**src/rtl/polo_pkg.sv**
```systemverilog
// Shared types and message constants for the POLO reply sequencer.
// Define POLO_CRLF_EN to append CR LF to the reply.
package polo_pkg;

   typedef enum logic [1:0] {
      IDLE,
      WAIT_ACK,
      WAIT_DONE
   } state_e;

`ifdef POLO_CRLF_EN
   localparam int MSG_LEN = 6;
`else
   localparam int MSG_LEN = 4;
`endif

   localparam logic [2:0] LAST_IDX = 3'(MSG_LEN - 1);

   localparam logic [7:0] CH_P  = 8'h50;
   localparam logic [7:0] CH_O  = 8'h4F;
   localparam logic [7:0] CH_L  = 8'h4C;
   localparam logic [7:0] CH_CR = 8'h0D;
   localparam logic [7:0] CH_LF = 8'h0A;

endpackage

```
**src/rtl/polo_msg_rom.sv**
```systemverilog
// Byte index to reply character lookup; MSG_LEN limits how much is sent.
// Contents are independent of POLO_CRLF_EN.
module polo_msg_rom
   import polo_pkg::*;
(
   input  logic [2:0] idx,
   output logic [7:0] data
);

   always_comb begin
      data = 8'h00;
      case (idx)
         3'd0:    data = CH_P;
         3'd1:    data = CH_O;
         3'd2:    data = CH_L;
         3'd3:    data = CH_O;
         3'd4:    data = CH_CR;
         3'd5:    data = CH_LF;
         default: data = 8'h00;
      endcase
   end

endmodule

```
**src/rtl/polo_sequencer.sv**
```systemverilog
// Streams "POLO" (plus CR LF when POLO_CRLF_EN is defined) into uart_tx
// per trigger, with one-deep trigger queueing and an ack timeout.
module polo_sequencer
   import polo_pkg::*;
#(
   parameter int ACK_TIMEOUT = 16,
   parameter int CNT_W       = 5
) (
   input  logic       clk,
   input  logic       rst_n,
   input  logic       trigger,
   input  logic       tx_busy,
   output logic [7:0] tx_data,
   output logic       tx_start,
   output logic       seq_busy,
   output logic       seq_done,
   output logic       seq_error
);

   localparam logic [CNT_W-1:0] CNT_MAX = CNT_W'(ACK_TIMEOUT - 1);

   state_e           state_q, state_d;
   logic [2:0]       idx_q, idx_d;
   logic [CNT_W-1:0] cnt_q, cnt_d;
   logic             pending_q, pending_d;
   logic [7:0]       tx_data_q, tx_data_d;
   logic             tx_start_q, tx_start_d;
   logic             seq_done_q, seq_done_d;
   logic             seq_error_q, seq_error_d;

   logic [2:0]       rom_idx;
   logic [7:0]       rom_byte;

   // The ROM always looks up the byte that would be launched next.
   assign rom_idx = (state_q == IDLE) ? 3'd0 : idx_q + 3'd1;

   polo_msg_rom u_rom (
      .idx  (rom_idx),
      .data (rom_byte)
   );

   always_comb begin
      state_d     = state_q;
      idx_d       = idx_q;
      cnt_d       = cnt_q;
      pending_d   = pending_q;
      tx_data_d   = tx_data_q;
      tx_start_d  = 1'b0;
      seq_done_d  = 1'b0;
      seq_error_d = seq_error_q;

      if (state_q != IDLE && trigger)
         pending_d = 1'b1;

      case (state_q)
         IDLE: begin
            if (trigger || pending_q) begin
               idx_d       = 3'd0;
               tx_data_d   = rom_byte;
               tx_start_d  = 1'b1;
               seq_error_d = 1'b0;
               pending_d   = 1'b0;
               cnt_d       = '0;
               state_d     = WAIT_ACK;
            end
         end
         WAIT_ACK: begin
            if (tx_busy) begin
               state_d = WAIT_DONE;
            end else if (cnt_q == CNT_MAX) begin
               seq_error_d = 1'b1;
               idx_d       = 3'd0;
               state_d     = IDLE;
            end else begin
               cnt_d = cnt_q + CNT_W'(1);
            end
         end
         WAIT_DONE: begin
            if (!tx_busy) begin
               if (idx_q == LAST_IDX) begin
                  seq_done_d = 1'b1;
                  state_d    = IDLE;
               end else begin
                  idx_d      = idx_q + 3'd1;
                  tx_data_d  = rom_byte;
                  tx_start_d = 1'b1;
                  cnt_d      = '0;
                  state_d    = WAIT_ACK;
               end
            end
         end
         default: state_d = IDLE;
      endcase
   end

   always_ff @(posedge clk) begin
      if (!rst_n) begin
         state_q     <= IDLE;
         idx_q       <= 3'd0;
         cnt_q       <= '0;
         pending_q   <= 1'b0;
         tx_data_q   <= 8'h00;
         tx_start_q  <= 1'b0;
         seq_done_q  <= 1'b0;
         seq_error_q <= 1'b0;
      end else begin
         state_q     <= state_d;
         idx_q       <= idx_d;
         cnt_q       <= cnt_d;
         pending_q   <= pending_d;
         tx_data_q   <= tx_data_d;
         tx_start_q  <= tx_start_d;
         seq_done_q  <= seq_done_d;
         seq_error_q <= seq_error_d;
      end
   end

   assign tx_data   = tx_data_q;
   assign tx_start  = tx_start_q;
   assign seq_busy  = (state_q != IDLE);
   assign seq_done  = seq_done_q;
   assign seq_error = seq_error_q;

endmodule

```
**config.mk**
```make
export PLATFORM = sky130hd
export DESIGN_NAME = polo_sequencer
export DESIGN_NICKNAME = d
export VERILOG_FILES = /design/src/rtl/polo_pkg.sv /design/src/rtl/polo_msg_rom.sv /design/src/rtl/polo_sequencer.sv
export SDC_FILE = /design/constraint.sdc
export NUM_CORES = 1
export LEC_CHECK = 0
export CORE_MARGIN = 2
export CORE_UTILIZATION = 54
export CTS_BUF_LIST = sky130_fd_sc_hd__clkbuf_2
export DETAILED_ROUTE_END_ITERATION = 7
export MAX_ROUTING_LAYER = met4
export PLACE_DENSITY = 0.84
export SYNTH_ARGS = -nofsm -noshare
export SYNTH_HDL_FRONTEND = slang
export SYNTH_SLANG_ARGS = --single-unit
```
**constraint.sdc**
```tcl
create_clock -name clk -period 2.7 [get_ports clk]
set_input_delay 0.675 -clock clk [delete_from_list [all_inputs] [get_ports clk]]
set_output_delay 0.675 -clock clk [all_outputs]
set_load 0.02 [all_outputs]
```
==> impl_results.md, run 1 <==
- CTS H-tree depth: 1
- Status: completed
- Yosys reg bits: 20
- Synth warn: 0
- Fin crit period: about 2400 ps
- Clk buf depth: 2
- Vias: around 830
- Area grow syn2layout: 18.1%
- Die Footprint: 2150 sq um
- CTS tree: done
- GR Overflow Total: 0
- Hold Violations, Final: 0
- Critical Path End Type: primary output
- Seq/Total Area, Yosys: 41.4%
- P per Cell Area: roughly 480 nW/um^2
- Critical path cell sequence: nor2_1 -> inv_1 -> clkdlybuf4s50_1
- Post-synth top cells: 20 x dfxtp_1, 8 x a21oi_1, 6 x inv_1, 6 x o211ai_1
- Total iterations of the first detailed-routing run: 4
- # rows: 15
- Async SR Flop Fraction: 0%
- Fillers: around 140
- First-pass GRT wire length: about 3300 um
- Placer's final routability congestion estimate: roughly 0.84
- Core area: 1710 sq um
- Number of I/O port buffers: 13
- Initial core utilization: between 50% and 60%
- Tightest Hold Check Type: reg -> reg
- Detail Route Antenna Nets: 0
- RSZ-0062 raised after global routing: false
- Post-synthesis cell type count: 40
- Post-synth EDFFs: 0
- Number of global-route vias before repair: approximately 790
- Slowest-stage cell, CP: clkdlybuf4s50_1
- WL per Instance: 13.8 um
- # hold bufs at CTS: 0
- Clk sinks: 20
- Clk_skew: 16.7 ps
- Final WL: between 1500 and 2000 um
- Crit share post-route: about nine tenths
- Chip width: between 40 and 50 um
- Via-per-instance ratio: about 5.7
- Initial antenna violation count: 0
- Top Family by Delay on Critical Path: buffers and inverters
- Mapped Avg Cell Area: around 9.3 sq um
- Largest net degree at the start of global routing: 14
- Clk Latency, worst-skew pair: 320 ps
- Reg-to-reg slack, setup: between 500 and 600 ps
- Mapped Cells: ~100
- Rel. slew slack: around 64%
- Most common cell in the synthesized netlist: dfxtp_1
- Final-report setup violation count: 0
- Die Span Y: approximately 46 um
- Startpoint Class: flop
- Crit Path Max Fanout: 12
- Post-synth top area share: between 40% and 50%
- Root Driver: clkbuf_2
- Crit path buffers/inverters: 2
- Setup CP Type: reg -> out
- Setup TNS: 0 ps
- Synth top area cells: dfxtp_1 41%, ha_1 5.2%, o211ai_1 4.7%
- Antenna cell count: 0
- DPL Wire Length: between 1500 and 2000 um
- Share of layout cells above drive strength 1: under 10%
- Top_reg_cell synth: dfxtp_1
- Residual DRC: 0
- Clock Pin Slew Worst Setup and Hold Paths: between 150 and 200 ps
- Max-capacitance violation count: 0
- NumNets Final: between 100 and 150
- # IOs: 16
- CP peak stage delay: approximately 600 ps
- Maximum VDD drop: ~360 uV
- Fin area: around 1100 sq um
- Cell Area, Placed: approximately 1100 sq um
- Static Leak: about 0.00041 uW
- Critical Path RT: about 2000 ps
- Post-CTS setup buffer count: 0
- CP arrival: roughly 1800 ps
- GR Util All Layers: a little under a quarter
- Netlist Area Pre-Place: a little under 1000 sq um
- Post-CTS sizing: 0
- Slew @ Worst Pin: between 500 and 600 ps
- Max Freq: between 400 and 500 MHz
- TritonCTS Buffers: 3
- Iter 0 DRT Violations: 19
- Synth area leader: dfxtp_1
- Max-slew violation count: 0
layout make-up:
class	count	area, sq um	area share [%]
multi-input combinational	71	498	43.6
sequential	20	400	35.0
timing repair buffer	18	168	14.7
tap	25	31.3	2.74
inverter	7	26.3	2.30
clock buffer	3	15.0	1.31
clock inverter	1	3.75	0.329
flip-flops by register name, indices dropped and copies added (netlist names):
| register | flops |
|---|---|
| tx_data | 6 |
| idx_q | 3 |
| seq_error | 1 |
| seq_done | 1 |
| cnt_q | 5 |
| state_q | 2 |
| pending_q | 1 |
| tx_start | 1 |
metrics by stage:
stage,hold WS (ps),utilization (%),power [uW],cells,setup WS [ps]
after floorplan,438,-,389,105,763
after global placement,444,65.8,421,141,356
after detailed placement,443,65.8,424,141,292
after CTS,465,66.9,547,145,261
after global routing,480,66.9,568,145,145
final,458,66.9,543,145,251
routing by layer:
metal | up-vias | global-route usage (%) | wire (um)
li1 | 410 | - | -
met1 | 398 | 25.1 | 877
met2 | 17 | 38.1 | 1030
met3 | 4 | 2.35 | 55
met4 | 0 | 13.7 | 36
met5 | - | - | 0
final timing paths:
kind	start	to	cells after the start
worst max-delay path	state_q[0]	seq_busy	3
worst max register to register	cnt_q[0]	cnt_q[3]	6
worst min-delay path	seq_error	seq_error	2
worst min register to register	seq_error	seq_error	2
power breakdown:
part	internal, uW	switching (uW)
clock network	32.2	91.0
registers	307	12.8
logic	44.6	55.0
total	384	159
cells by family after synthesis:
group,after synthesis,share of synthesized area (%)
and+or+nand+nor,33,22.4
AOI/OAI and AO/OA,28,19.4
DFF,20,41.4
buffers and inverters,14,7.50
adders and majority gates,4,5.17
xor gates and xnor gates,3,2.72
other,1,0.388
muxes,1,1.03
cells in the final DEF (no fill, tap or decap), types with 2 or more instances in the layout:
master	count
buf_4	5
o2111ai_1	2
nand3_1	2
nor2b_1	2
a21oi_1	8
inv_1	6
ha_1	4
dfxtp_1	20
nand2b_1	2
and3_1	2
xnor2_1	2
clkinv_1	2
nor2_1	4
o21ai_0	5
o211a_1	2
nor3b_1	2
o211ai_1	6
clkdlybuf4s50_1	13
nand2_1	5
nand4b_1	2
clkbuf_2	3
conb_1	2
or3_1	3
worst min-delay path, cell delays in order (launching register included):
cell     delay [ps]
dfxtp_1         340
inv_1            50
a21oi_1          50
No activity file was read; power rests on OpenSTA's default activity.
==> run 2, diff against run 1 <==
--- a/config.mk
+++ b/config.mk
@@ -14,3 +14,4 @@
 export SYNTH_ARGS = -nofsm -noshare
 export SYNTH_HDL_FRONTEND = slang
 export SYNTH_SLANG_ARGS = --single-unit
+export TNS_END_PERCENT = 5
==> results of run 2 <==
Final layout, timing and power as in run 1 (identical DEF).
==> run 3, diff against run 2 <==
--- a/config.mk
+++ b/config.mk
@@ -11,6 +11,7 @@
 export DETAILED_ROUTE_END_ITERATION = 7
 export MAX_ROUTING_LAYER = met4
 export PLACE_DENSITY = 0.84
+export SLEW_MARGIN = 40
 export SYNTH_ARGS = -nofsm -noshare
 export SYNTH_HDL_FRONTEND = slang
 export SYNTH_SLANG_ARGS = --single-unit
==> results of run 3 <==
Final layout, timing and power as in run 1 (identical DEF).
